`config.mk`:
```
export PLATFORM = sky130hd
export DESIGN_NAME = fetch_unit
export DESIGN_NICKNAME = d
export VERILOG_FILES = /design/src/rtl/cpu_pkg.sv /design/src/rtl/pc_reg.sv /design/src/rtl/fetch_unit.sv
export SDC_FILE = /design/constraint.sdc
export NUM_CORES = 1
export LEC_CHECK = 0
export BUFFER_PORTS_ARGS = -buffer_cell sky130_fd_sc_hd__buf_4
export CAP_MARGIN = 5
export CORE_MARGIN = 8
export CORE_UTILIZATION = 52
export DETAILED_ROUTE_END_ITERATION = 8
export GPL_ROUTABILITY_DRIVEN = 1
export GPL_TIMING_DRIVEN = 1
export PLACE_DENSITY = 0.85
export SETUP_SLACK_MARGIN = 0.02
export SYNTH_ARGS = -nofsm -noshare
export SYNTH_HDL_FRONTEND = slang
export SYNTH_SLANG_ARGS = --single-unit
```
`constraint.sdc`:
```
create_clock -name clk -period 4.6 [get_ports clk]
set_input_delay 0.46 -clock clk [delete_from_list [all_inputs] [get_ports clk]]
set_output_delay 0.46 -clock clk [all_outputs]
set_load 0.01 [all_outputs]
```
`src/rtl/cpu_pkg.sv`:
```
// Shared CPU definitions: fetch FSM encoding, reset fetch address and NOP word.
package cpu_pkg;

    typedef enum logic [1:0] {
        FETCH_IDLE = 2'd0,
        FETCH_REQ  = 2'd1,
        FETCH_WAIT = 2'd2,
        FETCH_HOLD = 2'd3
    } fetch_state_t;

    localparam logic [31:0] RESET_PC_DEFAULT = 32'h0040_0030;
    localparam logic [31:0] NOP_INSTR        = 32'h0000_0013;

endpackage

```
`src/rtl/pc_reg.sv`:
```
// Fetch program counter: loadable register that resets to the boot address.
module pc_reg #(
    parameter int               WIDTH    = 32,
    parameter logic [WIDTH-1:0] RESET_PC = '0
) (
    input  logic             clk,
    input  logic             reset,
    input  logic             load,
    input  logic [WIDTH-1:0] d,
    output logic [WIDTH-1:0] q
);

    always_ff @(posedge clk or posedge reset) begin
        if (reset) begin
            q <= RESET_PC;
        end else if (load) begin
            q <= d;
        end
    end

endmodule

```
`src/rtl/fetch_unit.sv`:
```
// Instruction fetch stage: single-outstanding memory request, hands one
// instruction at a time to decode and honours redirect and stall.
//
//   state | meaning
//   IDLE  | post-reset, no request issued yet
//   REQ   | request for fetch PC presented (suppressed while a squashed response is owed)
//   WAIT  | request accepted, waiting for the response
//   HOLD  | captured instruction presented to decode until stall drops
module fetch_unit
    import cpu_pkg::*;
#(
    parameter int               WIDTH    = 32,
    parameter logic [WIDTH-1:0] RESET_PC = WIDTH'(RESET_PC_DEFAULT)
) (
    input  logic             clk,
    input  logic             reset,
    input  logic [WIDTH-1:0] next_pc,
    input  logic             redirect,
    input  logic             stall,
    output logic [WIDTH-1:0] pc_plus4,
    output logic             imem_req,
    output logic [WIDTH-1:0] imem_addr,
    input  logic             imem_ready,
    input  logic             imem_rvalid,
    input  logic [WIDTH-1:0] imem_rdata,
    output logic             if_valid,
    output logic [WIDTH-1:0] if_pc,
    output logic [WIDTH-1:0] if_instr
);

    fetch_state_t     state, state_nxt;
    logic             squash, squash_nxt;
    logic             valid_nxt;
    logic [WIDTH-1:0] ifpc_nxt, instr_nxt;
    logic [WIDTH-1:0] pc, pc_d;
    logic             pc_load;

    pc_reg #(
        .WIDTH    (WIDTH),
        .RESET_PC (RESET_PC)
    ) u_pc_reg (
        .clk   (clk),
        .reset (reset),
        .load  (pc_load),
        .d     (pc_d),
        .q     (pc)
    );

    assign pc_plus4  = pc + WIDTH'(4);
    assign imem_addr = pc;

    always_ff @(posedge clk or posedge reset) begin
        if (reset) begin
            state    <= FETCH_IDLE;
            squash   <= 1'b0;
            if_valid <= 1'b0;
            if_pc    <= '0;
            if_instr <= '0;
        end else begin
            state    <= state_nxt;
            squash   <= squash_nxt;
            if_valid <= valid_nxt;
            if_pc    <= ifpc_nxt;
            if_instr <= instr_nxt;
        end
    end

    always_comb begin
        state_nxt  = state;
        squash_nxt = squash;
        valid_nxt  = if_valid;
        ifpc_nxt   = if_pc;
        instr_nxt  = if_instr;
        pc_load    = 1'b0;
        pc_d       = pc_plus4;
        imem_req   = 1'b0;

        case (state)
            FETCH_IDLE: begin
                state_nxt = FETCH_REQ;
            end
            FETCH_REQ: begin
                // A squashed response is still owed: hold off the next request until it lands.
                imem_req = !squash;
                if (squash) begin
                    if (imem_rvalid) squash_nxt = 1'b0;
                end else if (imem_ready) begin
                    state_nxt = FETCH_WAIT;
                end
            end
            FETCH_WAIT: begin
                if (imem_rvalid) begin
                    valid_nxt = 1'b1;
                    ifpc_nxt  = pc;
                    instr_nxt = imem_rdata;
                    pc_load   = 1'b1;
                    state_nxt = FETCH_HOLD;
                end
            end
            FETCH_HOLD: begin
                if (!stall) begin
                    valid_nxt = 1'b0;
                    state_nxt = FETCH_REQ;
                end
            end
            default: state_nxt = FETCH_IDLE;
        endcase

        if (redirect) begin
            state_nxt  = FETCH_REQ;
            valid_nxt  = 1'b0;
            ifpc_nxt   = if_pc;
            instr_nxt  = if_instr;
            pc_load    = 1'b1;
            pc_d       = next_pc;
            // Any request the memory still owes a response for must be dropped on arrival.
            squash_nxt = ((state == FETCH_WAIT) && !imem_rvalid) ||
                         ((state == FETCH_REQ) && squash && !imem_rvalid) ||
                         ((state == FETCH_REQ) && !squash && imem_ready);
        end
    end

endmodule

```
==> flow_summary.toml <==
[status]
status = "finished, final reports clean"

[power_and_ir_drop]
comb_power_share_pct = 35.2
seqPwrFrac_pct = 44.7
switching_share_pct = 31.8
p_sw_mw = 0.932
power_leakage_nw = 3.27
p_clk_share_pct = 20.1
peakVddDrop_v = 0.000291
total_power_mw = 2.93
p_int_mw = 1.99
powerDensity_nw_per_um2 = 435

[critical_path]
cp_max_fo = 7
arrival_ns = 2.67
cp-end-kind = "output port"
crit_type = "register to output port"
crit_family = "simple AND/OR/NAND/NOR gates"
cp-start-kind = "register"
path_buf_inv = 1
slowest_stage = "or4_1"
cpPeakStageDelay_ns = 0.76
worstPathRequired_ns = 4.14
path_cells = "ha_1, nand4_2, or4_1, nor3_2, xor2_1, buf_4"

[global_route]
antenna_found_initial = 0
track_usage_pct = 21.2
grt_pass1_wl_mm = 21.9
grt.overflow.total = 0
first_global_vias = 4126
grt_max_degree = 70

[die]
io_pins = 200
rows = 36
die_w_um = 114
start_util_pct = 52.4
die_h_um = 114
die-area_um2 = 13100
core_um2 = 9590

[synth]
seq_area_frac_synth_pct = 49.8
ys_ff_latch = 100
synth_area_um2 = 5030
ys_warn_count = 0
yosys.cell_types.count = 42
synth_enable_flop_cells = 0
synth_ff_type = "dfrtp_1"
syn_avg_cell_area_um2 = 11.1
synth_top_area_share_pct = 48.3
yosysMostFrequentCell = "dfrtp_1"
syn_inst = 452
yosys.area.top_type = "dfrtp_1"
async_flop_share_pct = 100
synthesis.nets = 526
synth_commonest_cells = "97 x dfrtp_1, 65 x mux2_2, 51 x nand2_1, 32 x xnor2_1, 25 x xor2_1"
netlist_top_cells_area = "dfrtp_1 48%, mux2_2 15%, xnor2_1 5.6%"

[placed_design]
globalplace.congestion = 0.870
pre_cts_slack_ns = 1.86
dp_hpwl_mm = 10.5
place_inst = 748
place_area_um2 = 6520
io_buffers = 199

[finish]
fin_area_um2 = 6730
fin_util_pct = 70.1
drive_above_1_share_pct = 48.0
insertedDiodeCount = 0
areaGrowthSynthToFinish_pct = 33.8
nNetsFinal = 700
final_cells = 764
num-fill-cells = 711

[clocking]
insertion_delay_ns = 0.37
clock_path_buffers = 2
hold_buffers = 0
cts.clk_slew.worst_paths_ns = 0.10
post-cts-setup-buffers = 0
ctsResizeCount = 0
cts_tree = "built"
clockRootBuffer = "clkbuf_8"
cts_max_level = 3
cts.sinks = 100
cts_buffers = 9

[route]
wl_per_cell_um = 18.1
dr.pass1.iters = 4
wl_mm = 13.8
drc = 0
via_per_inst = 5.29
drt-initial-drc-count = 207
routed-via-count = 4044
ant_nets = 0

[sta]
setup_viol = 0
whs_ns = 0.189
fin_ws_ns = 1.47
fmax_mhz = 320
setup_tns_ns = 0
hold_viol_final = 0
slew_headroom_pct = 41.5
worst_slew_pin_slew_ns = 0.877
skew_ns = 0.00891
timing.final.crit_share_pct = 67.9
final_max_slew_viol_count = 0
rsz0062_at_grt = "false"
min_period_ns = 3.13

[run]
maxCapViolations = 0

[worst_hold_path]
hold_path.class = "input pin to async pin"
## sequential cells by signal, summed over array words and instances, names as in the netlist
name and flops:
squash 1, if_pc 32, state 2, if_instr 32, u_pc_reg.q 32, if_valid 1
## power by group through the flow
stage	clock (mW)	combinational, mW	sequential, mW
CTS	0.601	1.05	1.31
floorplan	0	0.399	1.39
finish	0.588	1.03	1.31
global route	0.636	1.11	1.34
detailed placement	0	1.05	1.33
global placement	0	1.02	1.31
## layout make-up
class / count / area (um2) / share of cell area, %
clock buffer: 11 / 151 / 2.25
clock inverter: 5 / 60.1 / 0.892
inverter: 7 / 28.8 / 0.428
multi-input combinational: 308 / 2320 / 34.4
sequential: 100 / 2510 / 37.2
tap: 133 / 166 / 2.47
timing repair buffer: 200 / 1500 / 22.3
## placed cells by master, fill, tap and decap left out, drive strengths merged, types with 3 or more instances in the layout
cell type,n
nor3,7
and3,9
mux2,65
nand2,51
ha,4
buf,200
clkbuf,11
dfrtp,97
nand3,19
inv,7
nor2,19
nand4,16
nor2b,3
clkinvlp,4
o21ai,32
a21oi,5
nor4,5
dfstp,3
xor2,25
xnor2,32
and4,3
## layer usage
| metal | track usage, % | vias up | wire, um |
|---|---|---|---|
| met2 | 35.0 | 186 | 6650 |
| met5 | 0 | - | 0 |
| met3 | 6.17 | 16 | 1210 |
| met4 | 7.45 | 0 | 208 |
| met1 | 26.0 | 1953 | 5740 |
| li1 | - | 1889 | - |
## path summary, 6_finish.rpt
path                       cells past startpoint                      start  slack [ns]                    endpoint
hold / removal                                 2                      reset        0.19     if_instr[2]$_DFFE_PP0P_
max in group asynchronous                      3                      reset        3.35  u_pc_reg.q[23]$_DFFE_PP0P_
hold reg to reg                                1      if_pc[31]$_DFFE_PP0P_        0.51       if_pc[31]$_DFFE_PP0P_
setup / recovery                               6  u_pc_reg.q[2]$_DFFE_PP0P_        1.47                pc_plus4[22]
setup reg to reg                               5       state[0]$_DFFE_PP0P_        2.26     if_instr[1]$_DFFE_PP0P_
min in group clk                               3                next_pc[12]        0.29  u_pc_reg.q[12]$_DFFE_PP0P_
## logic make-up (layout without fill, tap and decap cells)
logic type / count (synthesis) / in the layout / synth area share (%)
AND/OR/NAND/NOR: 140 / 140 / 15.8
flip-flops: 100 / 100 / 49.8
multiplexers: 67 / 67 / 15.0
XOR/XNOR: 57 / 57 / 9.93
buffers and inverters: 44 / 223 / 4.25
AO/OA/AOI/OAI: 40 / 40 / 4.21
adder cells (fa/ha/maj): 4 / 4 / 0.995
Note: power is estimated with default switching activity, not from simulation.
